`src/rtl/music_pkg.sv`:
```
// Shared types, field widths, song layout and tone decode for the melody sequencer.
package music_pkg;

  localparam int unsigned TONE_WIDTH = 14;
  localparam int unsigned CODE_WIDTH = 4;
  localparam int unsigned DUR_WIDTH  = 3;
  localparam int unsigned ADDR_WIDTH = 7;
  localparam int unsigned N_SONGS    = 2;
  localparam int unsigned SEL_WIDTH  = 1;
  localparam int unsigned WORD_WIDTH = CODE_WIDTH + DUR_WIDTH;
  localparam int unsigned DEPTH      = 1 << ADDR_WIDTH;

  typedef enum logic [1:0] {
    ST_IDLE = 2'd0,
    ST_PLAY = 2'd1,
    ST_DONE = 2'd2
  } state_e;

  localparam logic [CODE_WIDTH-1:0] REST_CODE = '0;
  localparam logic [CODE_WIDTH-1:0] END_CODE  = '1;

  // Start address of each song inside the shared ROM, indexed by song number.
  localparam logic [N_SONGS-1:0][ADDR_WIDTH-1:0] SONG_BASE = {
    ADDR_WIDTH'(64),
    ADDR_WIDTH'(0)
  };

  typedef struct packed {
    logic [CODE_WIDTH-1:0] code;
    logic [DUR_WIDTH-1:0]  dur;
  } note_word_t;

  function automatic note_word_t mk_word(input logic [CODE_WIDTH-1:0] code,
                                         input logic [DUR_WIDTH-1:0]  dur);
    note_word_t w;
    w.code = code;
    w.dur  = dur;
    return w;
  endfunction

  // Codes 1..TONE_WIDTH light one tone line; rest, END and unused codes are silent.
  function automatic logic [TONE_WIDTH-1:0] code2tone(input logic [CODE_WIDTH-1:0] code);
    logic [TONE_WIDTH-1:0] t;
    t = '0;
    if ((code != REST_CODE) && (32'(code) <= TONE_WIDTH)) begin
      t = TONE_WIDTH'(1) << (code - CODE_WIDTH'(1));
    end
    return t;
  endfunction

endpackage

```
`src/rtl/song_rom.sv`:
```
// Combinational case-ROM holding every song; unlisted addresses read as a one-tick rest.
module song_rom
  import music_pkg::*;
#(
  parameter int unsigned AW = ADDR_WIDTH,
  parameter int unsigned WW = WORD_WIDTH
) (
  input  logic [AW-1:0] addr,
  output logic [WW-1:0] data
);

  note_word_t word;

  always_comb begin
    word = mk_word(REST_CODE, 3'd0);
    case (addr)
      // song 0
      AW'(0):  word = mk_word(4'd6,  3'd1);
      AW'(1):  word = mk_word(4'd0,  3'd0);
      AW'(2):  word = mk_word(4'd8,  3'd2);
      AW'(3):  word = mk_word(END_CODE, 3'd0);
      // song 1
      AW'(64): word = mk_word(4'd1,  3'd0);
      AW'(65): word = mk_word(4'd3,  3'd1);
      AW'(66): word = mk_word(4'd14, 3'd0);
      AW'(67): word = mk_word(END_CODE, 3'd0);
      default: word = mk_word(REST_CODE, 3'd0);
    endcase
    data = WW'(word);
  end

endmodule

```
`src/rtl/melody_sequencer.sv`:
```
// Song-ROM melody player: per-note durations, pause/mute, looping, song select and manual-key bypass.
module melody_sequencer
  import music_pkg::*;
#(
  parameter int unsigned TONE_W    = TONE_WIDTH,
  parameter int unsigned CODE_W    = CODE_WIDTH,
  parameter int unsigned DUR_W     = DUR_WIDTH,
  parameter int unsigned ADDR_W    = ADDR_WIDTH,
  parameter int unsigned NUM_SONGS = N_SONGS,
  parameter int unsigned SEL_W     = SEL_WIDTH
) (
  input  logic              clk_4HZ,
  input  logic              rst,
  input  logic              auto,
  input  logic [TONE_W-1:0] key,
  input  logic              start,
  input  logic              pause,
  input  logic              loop_en,
  input  logic [SEL_W-1:0]  song_sel,
  output logic [TONE_W-1:0] tone,
  output logic [ADDR_W-1:0] note_idx,
  output logic              busy,
  output logic              done
);

  localparam int unsigned WORD_W = CODE_W + DUR_W;

  state_e              state_q, state_d;
  logic [SEL_W-1:0]    sel_q, sel_d;
  logic [ADDR_W-1:0]   ptr_q, ptr_d;
  logic [DUR_W-1:0]    dur_q, dur_d;
  logic [TONE_W-1:0]   note_q, note_d;
  logic                busy_q, busy_d;
  logic                done_q, done_d;

  logic [SEL_W-1:0]    sel_eff;
  logic [ADDR_W-1:0]   base_sel;
  logic [ADDR_W-1:0]   rom_addr;
  logic [WORD_W-1:0]   rom_word;
  logic [CODE_W-1:0]   rom_code;
  logic [DUR_W-1:0]    rom_dur;
  logic [TONE_W-1:0]   rom_tone;

  // Out-of-range song numbers fall back to song 0.
  assign sel_eff  = (32'(song_sel) < NUM_SONGS) ? song_sel : '0;
  assign base_sel = SONG_BASE[sel_eff];

  // A start inside PLAY must fetch the new song's first word, not the word at ptr.
  assign rom_addr = ((state_q == ST_PLAY) && !start) ? ptr_q : base_sel;

  song_rom #(
    .AW (ADDR_W),
    .WW (WORD_W)
  ) u_rom (
    .addr (rom_addr),
    .data (rom_word)
  );

  assign rom_code = rom_word[WORD_W-1:DUR_W];
  assign rom_dur  = rom_word[DUR_W-1:0];
  assign rom_tone = TONE_W'(code2tone(rom_code));

  // Next-state, pointer, duration and note logic.
  always_comb begin
    state_d = state_q;
    sel_d   = sel_q;
    ptr_d   = ptr_q;
    dur_d   = dur_q;
    note_d  = note_q;

    case (state_q)
      ST_IDLE: begin
        if (auto && start) begin
          state_d = ST_PLAY;
          sel_d   = sel_eff;
          note_d  = rom_tone;
          dur_d   = rom_dur;
          ptr_d   = ADDR_W'(base_sel + ADDR_W'(1));
        end
      end

      ST_PLAY: begin
        if (!auto) begin
          state_d = ST_IDLE;
          note_d  = '0;
        end else if (start) begin
          sel_d   = sel_eff;
          note_d  = rom_tone;
          dur_d   = rom_dur;
          ptr_d   = ADDR_W'(base_sel + ADDR_W'(1));
        end else if (pause) begin
          // Paused: every register holds, output is muted by the tone mux.
          state_d = ST_PLAY;
        end else if (dur_q != '0) begin
          dur_d = dur_q - DUR_W'(1);
        end else if (rom_code == CODE_W'(END_CODE)) begin
          note_d = '0;
          if (loop_en) begin
            ptr_d = SONG_BASE[sel_q];
            dur_d = '0;
          end else begin
            state_d = ST_DONE;
          end
        end else begin
          note_d = rom_tone;
          dur_d  = rom_dur;
          ptr_d  = ptr_q + ADDR_W'(1);
        end
      end

      ST_DONE: begin
        if (start) begin
          state_d = ST_PLAY;
          sel_d   = sel_eff;
          note_d  = rom_tone;
          dur_d   = rom_dur;
          ptr_d   = ADDR_W'(base_sel + ADDR_W'(1));
        end else if (!auto) begin
          state_d = ST_IDLE;
        end
      end

      default: begin
        state_d = ST_IDLE;
        note_d  = '0;
      end
    endcase

    busy_d = (state_d == ST_PLAY);
    done_d = (state_d == ST_DONE);
  end

  always_ff @(posedge clk_4HZ or negedge rst) begin
    if (!rst) begin
      state_q <= ST_IDLE;
      sel_q   <= '0;
      ptr_q   <= '0;
      dur_q   <= '0;
      note_q  <= '0;
      busy_q  <= 1'b0;
      done_q  <= 1'b0;
    end else begin
      state_q <= state_d;
      sel_q   <= sel_d;
      ptr_q   <= ptr_d;
      dur_q   <= dur_d;
      note_q  <= note_d;
      busy_q  <= busy_d;
      done_q  <= done_d;
    end
  end

  // Manual keys bypass the sequencer with no latency.
  assign tone     = auto ? (pause ? '0 : note_q) : key;
  assign note_idx = ptr_q;
  assign busy     = busy_q;
  assign done     = done_q;

endmodule

```
`config.mk`:
```
export PLATFORM = sky130hd
export DESIGN_NAME = melody_sequencer
export DESIGN_NICKNAME = d
export VERILOG_FILES = /design/src/rtl/music_pkg.sv /design/src/rtl/song_rom.sv /design/src/rtl/melody_sequencer.sv
export SDC_FILE = /design/constraint.sdc
export NUM_CORES = 1
export LEC_CHECK = 0
export ABC_CLOCK_PERIOD_IN_PS = 6900
export BUFFER_PORTS_ARGS = -buffer_cell sky130_fd_sc_hd__buf_2
export CAP_MARGIN = 10
export CELL_PAD_IN_SITES_DETAIL_PLACEMENT = 0
export CELL_PAD_IN_SITES_GLOBAL_PLACEMENT = 1
export CORE_ASPECT_RATIO = 1.25
export CORE_MARGIN = 3
export CORE_UTILIZATION = 40
export CTS_CLUSTER_DIAMETER = 50
export DETAILED_ROUTE_END_ITERATION = 6
export PLACE_DENSITY = 0.91
export SYNTH_ARGS = -nofsm -noshare
export SYNTH_HDL_FRONTEND = slang
export SYNTH_HIERARCHICAL = 1
export SYNTH_SLANG_ARGS = --single-unit
```
`constraint.sdc`:
```
create_clock -name clk_4HZ -period 6.9 [get_ports clk_4HZ]
set_input_delay 1.38 -clock clk_4HZ [delete_from_list [all_inputs] [get_ports clk_4HZ]]
set_output_delay 1.38 -clock clk_4HZ [all_outputs]
set_load 0.005 [all_outputs]
```
# After elaboration in Yosys (flattened, before gate mapping)
# Index checks and enable logic that the tools add are counted.
# totals
wordCells	98
inputBits	21
register_bits	29
out_inout_bits	23
# classes
addsub	4
magnitude_cmp	3
n_eq_ne	20
reduce_logical	14
n_shift	1
muxes	49
# op_table
operator	count
$mux W14	10
$mux W7	13
$pmux W14 S3	1
$pmux W7 S6	1
$eq A7 B7 Y1 const B	4
$mux W3	8
$pmux W7 S3	1
$mux W2	9
$add A7 B1 Y7 const B	2
$eq A7 B2 Y1 const B	2
$shl A1 B4 Y14 const A	1
$ne A4 B4 Y1 const B	3
$pmux W3 S3	1
$logic_not A7 Y1	1
$reduce_and A7 Y1	1
$ne A2 B2 Y1 const B	3
$ne A3 B3 Y1 const B	2
$pmux W2 S3	1
$reduce_and A6 Y1	1
$reduce_bool A3 Y1	2
$ne A5 B5 Y1 const B	1
$eq A2 B1 Y1 const B	2
$eq A2 B2 Y1 const B	2
$eq A4 B4 Y1 const B	1
other kinds (13)	18

# Logic depth before layout (Yosys ltp)
# logic_depth
word_depth	15
ltp_mapped	17
depth_no_buf	12

# Modules after synthesis
# The synthesis kept the hierarchy.
# modules_own_cells
mod	area_per_inst_um2	cells_each	seq_area_each_um2	n_inst
melody_sequencer	1949.4	239	725.7	1
song_rom	138.9	18	0.0	1

# Worst setup path before layout
# No wires, ideal clock.
# synth_path
path_kind	input-to-reg
from	input port start
to	register ptr_q[3] (netlist: note_idx[3])
required_time_ps	6772
path_stages	15
path_slack_ps	3041
path_buffers	5
t_arrival_ps	3731
setup_ps	128
cell_sequence	buf_4 > nor2b_1 > clkbuf_1 > nand2_1 > nand2_1 > clkbuf_2 > xnor2_1 > o221a_2 > nand4_2 > buf_4 > o22ai_2 > or4_4 > buf_6 > o21ai_2 > o31ai_1
# synth_between
elab_chain_cells	13
elab_cells_between_ends	26
cone_classes	12 x eq/ne; 8 x mux; 6 x reduce/logical
# synth_lines
element	line	text
from (decl)	melody_sequencer.sv:16	input logic start,
$logic_not A1 Y1 *	melody_sequencer.sv:49	assign rom_addr = ((state_q == ST_PLAY) && !start) ? ptr_q : base_sel;
$logic_and A1 B1 Y1 *	melody_sequencer.sv:49	
$mux W7 *	melody_sequencer.sv:49	
via rom_addr[6]	melody_sequencer.sv:38	logic [ADDR_W-1:0] rom_addr;
$eq A7 B2 Y1 / $eq A7 B7 Y1 (equally long branches)	song_rom.sv:16	case (addr)
$reduce_or A2 Y1 (no line)	-	
$pmux W7 S6 *	song_rom.sv:16	
via rom_word[4]	melody_sequencer.sv:39	logic [WORD_W-1:0] rom_word;
$eq A4 B4 Y1 *	melody_sequencer.sv:96	end else if (rom_code == CODE_W'(END_CODE)) begin
$mux W7	melody_sequencer.sv:96	
$mux W7	melody_sequencer.sv:94	end else if (dur_q != '0) begin
$mux W7	melody_sequencer.sv:91	end else if (pause) begin
$mux W7	melody_sequencer.sv:86	end else if (start) begin
$mux W7	melody_sequencer.sv:83	if (!auto) begin
$pmux W7 S3	melody_sequencer.sv:71	case (state_q)
to (signal assigned)	melody_sequencer.sv:145	ptr_q <= ptr_d;
to (decl)	melody_sequencer.sv:30	logic [ADDR_W-1:0] ptr_q, ptr_d;
# The timed path passes the listed nets; every way through them passes the cells marked *. The select of a mux whose other input is x is not followed.
# A chain may end at the register's enable or synchronous reset.

# Worst setup path in the final report
# layout_path
from	input port auto
to	output port tone[9]
# layout_between
elab_chain_cells	1
# layout_lines
element	line	text
from (decl)	melody_sequencer.sv:14	input logic auto,
$mux W14	melody_sequencer.sv:154	assign tone = auto ? (pause ? '0 : note_q) : key;
to (decl)	melody_sequencer.sv:20	output logic [TONE_W-1:0] tone,
# Every way passes these cells.

==> qor.csv <==
metric,value,unit
number of global-route vias before repair,1666,
share of power burned in registers,33.6,%
predominant post-synthesis flop cell,dfrtp_1,
number of antenna-violating nets in the routed design,0,
routed vias,1817,
DRC errors left,0,
Layout Area Growth over Synthesis,13.2,%
cell area power density,302,mW/mm^2
RD Place Congestion,0.789,
gate count after technology mapping,257,
Max Clk Rate,237,MHz
routed wirelength normalized by instance count,12.7,microns
dominant cells by area after synthesis,"dfrtp_1, nand2_1, o21ai_0, o31ai_1, ha_1",
router iterations before antenna repair,4,
final critical-path share of the clock period,61.1,%
CTS root buffer,clkbuf_8,
Async SR Flop Fraction,100,%
Core ar.,0.00490,sq mm
"Cell Chain, Critical Path","buf_2, nor2b_1, nand2_1, o21ai_0, buf_2",
post-layout power,0.000713,W
"Worst Path Class, Setup",in2out,
ANT cells,0,
final critical-path required period,4220,ps
count of cells resized by post-cts repair,0,
flip-flop and latch count after synthesis,29,
cell depth of the worst flop-to-flop path,12,
Overall Global Routing Usage,15.2,%
Final Hold Violating Endpoints,0,
"Design Area, Final",0.00236,sq mm
Setup Buffers After CTS,0,
starting density of the core,42.6,%
post-synthesis cell type count,54,
Internal,0.000412,W
maximum number of pins on one net before global-route repair,30,
data arrival time of the critical path,2840,ps
leading area contributor after synthesis,dfrtp_1,
Static Leak,1.11,nW
area enclosed by the die boundary,0.00613,sq mm
number of instances in the placed design,344,
Max transition margin,38.7,%
share of final-layout standard cells stronger than drive strength 1,23.3,%
sum of routed wire length over all layers,4470,microns
Max-cap violations,0,
worst hold path class,reg2reg,
reg-to-reg setup timing slack,3040,ps
largest driver fanout on the critical path,24,
Critical Path RT,5520,ps
worst IR drop on VDD,0.211,mV
final cell count without fillers,352,
Placed Area,0.00228,sq mm
first-pass GRT wire length,7610,microns
Max Transition Viols Final,0,
sort of element at the end of the critical path,output pin,
post-cts hold buffer count,0,
launching instance or port of the critical path,auto,
Boundary Pins,44,
most frequent CP cell,buf_2,
final net count,319,
TritonCTS Buffers,5,
total overflow reported by the global router,0,
number of flops mapped to enable cells by yosys,0,
Vias/cell,5.16,
CP max stage cell,nor2b_1,
proportion of synthesized chip area in sequential cells,34.8,%
"Clk Latency, worst-skew pair",290,ps
"Cell Area, Synth",0.00209,sq mm
die height,86.8,microns
element type at the critical path start,input pin,
Port-buffer cells,43,
worst stage delay on the critical path,790,ps
clock share of power,18.9,%
launching point of the worst reg2reg path,state_q[1],
Switching Fraction,42.2,%
Post-Route Setup TNS,0,ps
maximum number of buffers from clock root to sink,2,
clock transition time at the flip-flop clock pins of the worst setup and hold paths,70,ps
Yosys warning count,6,
count of clock tree sinks,29,
Reg2Reg Capture Point,busy,
placement row count,28,
Post-Syn Nets,285,
transition time of the tightest slew-check pin,918,ps
Synth top area share,34.8,%
worst setup skew after layout,8.61,ps
antenna violations before repair,0,
switching pwr,0.000301,W
setup violators final,0,
Clock H-tree levels,2,
die boundary width,70.6,microns
power share of the combinational group,47.5,%
number of DRC markers after the initial detailed-route iteration,94,
detailed-placement wirelength estimate,3300,microns
result of the run,finished clean,
setup repair after global routing missed its margin,false,
Critical Path End,tone[9],
syn avg cell area,8.13,sq um
CTS tree,done,
[cell families after synthesis]
group                      Yosys count  share of synthesized area (%)
and+or+nand+nor                    105                           27.1
adders and majority gates            7                           4.19
AOI/OAI and AO/OA                   71                           22.4
other                                1                          0.180
DFF                                 29                           34.8
muxes                                2                           1.02
buffers and inverters               38                           8.63
xor gates and xnor gates             4                           1.68
[metal layers]
metal	part of all wire [%]	track usage (%)
met5	0	0
met4	1.2	4.62
met3	4.8	3.02
met2	48	25.9
met1	46	19.5
[how the worst min path moves through the flow]
stage,startpoint,endpoint,slack [ps],cells after the start
4_1_cts,note_q[11],note_q[11],480,2
2_1_floorplan,note_q[11],note_q[11],450,2
3_3_place_gp,note_q[11],note_q[11],460,2
6_report,note_q[11],note_q[11],480,2
3_5_place_dp,note_q[12],note_q[12],470,2
5_1_grt,note_q[3],note_q[3],500,2
[final cells by class]
type,count,area [sq um]
well taps,60,75.1
repair buffers,43,215
clock inverters,2,10.0
fillers,510,2540
clock buffers,6,72.6
flip-flops and latches,29,726
multi-input cells,190,1180
inverters,22,82.6
[cell usage in the layout, fill, tap and decap left out, types with 3 or more instances in the layout]
| cell type | n |
|---|---|
| nand2_1 | 43 |
| buf_2 | 43 |
| dfrtp_1 | 29 |
| inv_1 | 22 |
| o21ai_0 | 20 |
| nor2_1 | 16 |
| o31ai_1 | 13 |
| a21oi_1 | 10 |
| and2_1 | 8 |
| o21ai_1 | 8 |
| ha_1 | 7 |
| nand3_1 | 6 |
| or3_1 | 5 |
| clkbuf_8 | 5 |
| nand2b_1 | 4 |
| nor2b_1 | 3 |
| nor3_1 | 3 |
| xnor2_1 | 3 |
[through the flow]
step / util, % / worst slack (ps) / hold slack, ps
final: 48.2 / 2680 / 478
after global routing: 48.2 / 2310 / 502
after CTS: 48.2 / 2650 / 483
after detailed placement: 46.5 / 2450 / 468
after global placement: 46.5 / 2560 / 463
after floorplan: - / 3040 / 448
[worst max-delay path, delay by kind of cell]
family,cells,cell delay [ps]
and+or+nand+nor,2,900
buffers and inverters,2,450
AOI/OAI and AO/OA,1,100
[registers in the layout, summed over array words and instances, names as in the netlist]
| name | flops |
|---|---|
| note_idx | 7 |
| done | 1 |
| sel_q | 1 |
| note_q | 14 |
| busy | 1 |
| dur_q | 3 |
| state_q | 2 |
[synth_stat cells, types with 3 or more instances]
cell and count:
dfrtp_1 29, nand2b_1 4, buf_4 4, a21oi_1 10, nand2_1 43, or3_1 5, o21ai_1 8, clkbuf_1 4
buf_2 5, nor2b_1 3, ha_1 7, xnor2_1 3, nor3_1 3, o31ai_1 13, o21ai_0 20, nand3_1 6
and2_1 8, inv_1 22, nor2_1 16
[power by group through the flow]
stage	Clock, W	Combinational, W	Sequential (W)
2_1_floorplan	0	0.000279	0.000238
3_3_place_gp	0	0.000333	0.000242
3_5_place_dp	0	0.000338	0.000243
4_1_cts	0.000137	0.000341	0.000240
5_1_grt	0.000144	0.000383	0.000246
6_report	0.000135	0.000338	0.000240
No activity file was read; power rests on OpenSTA's default activity.
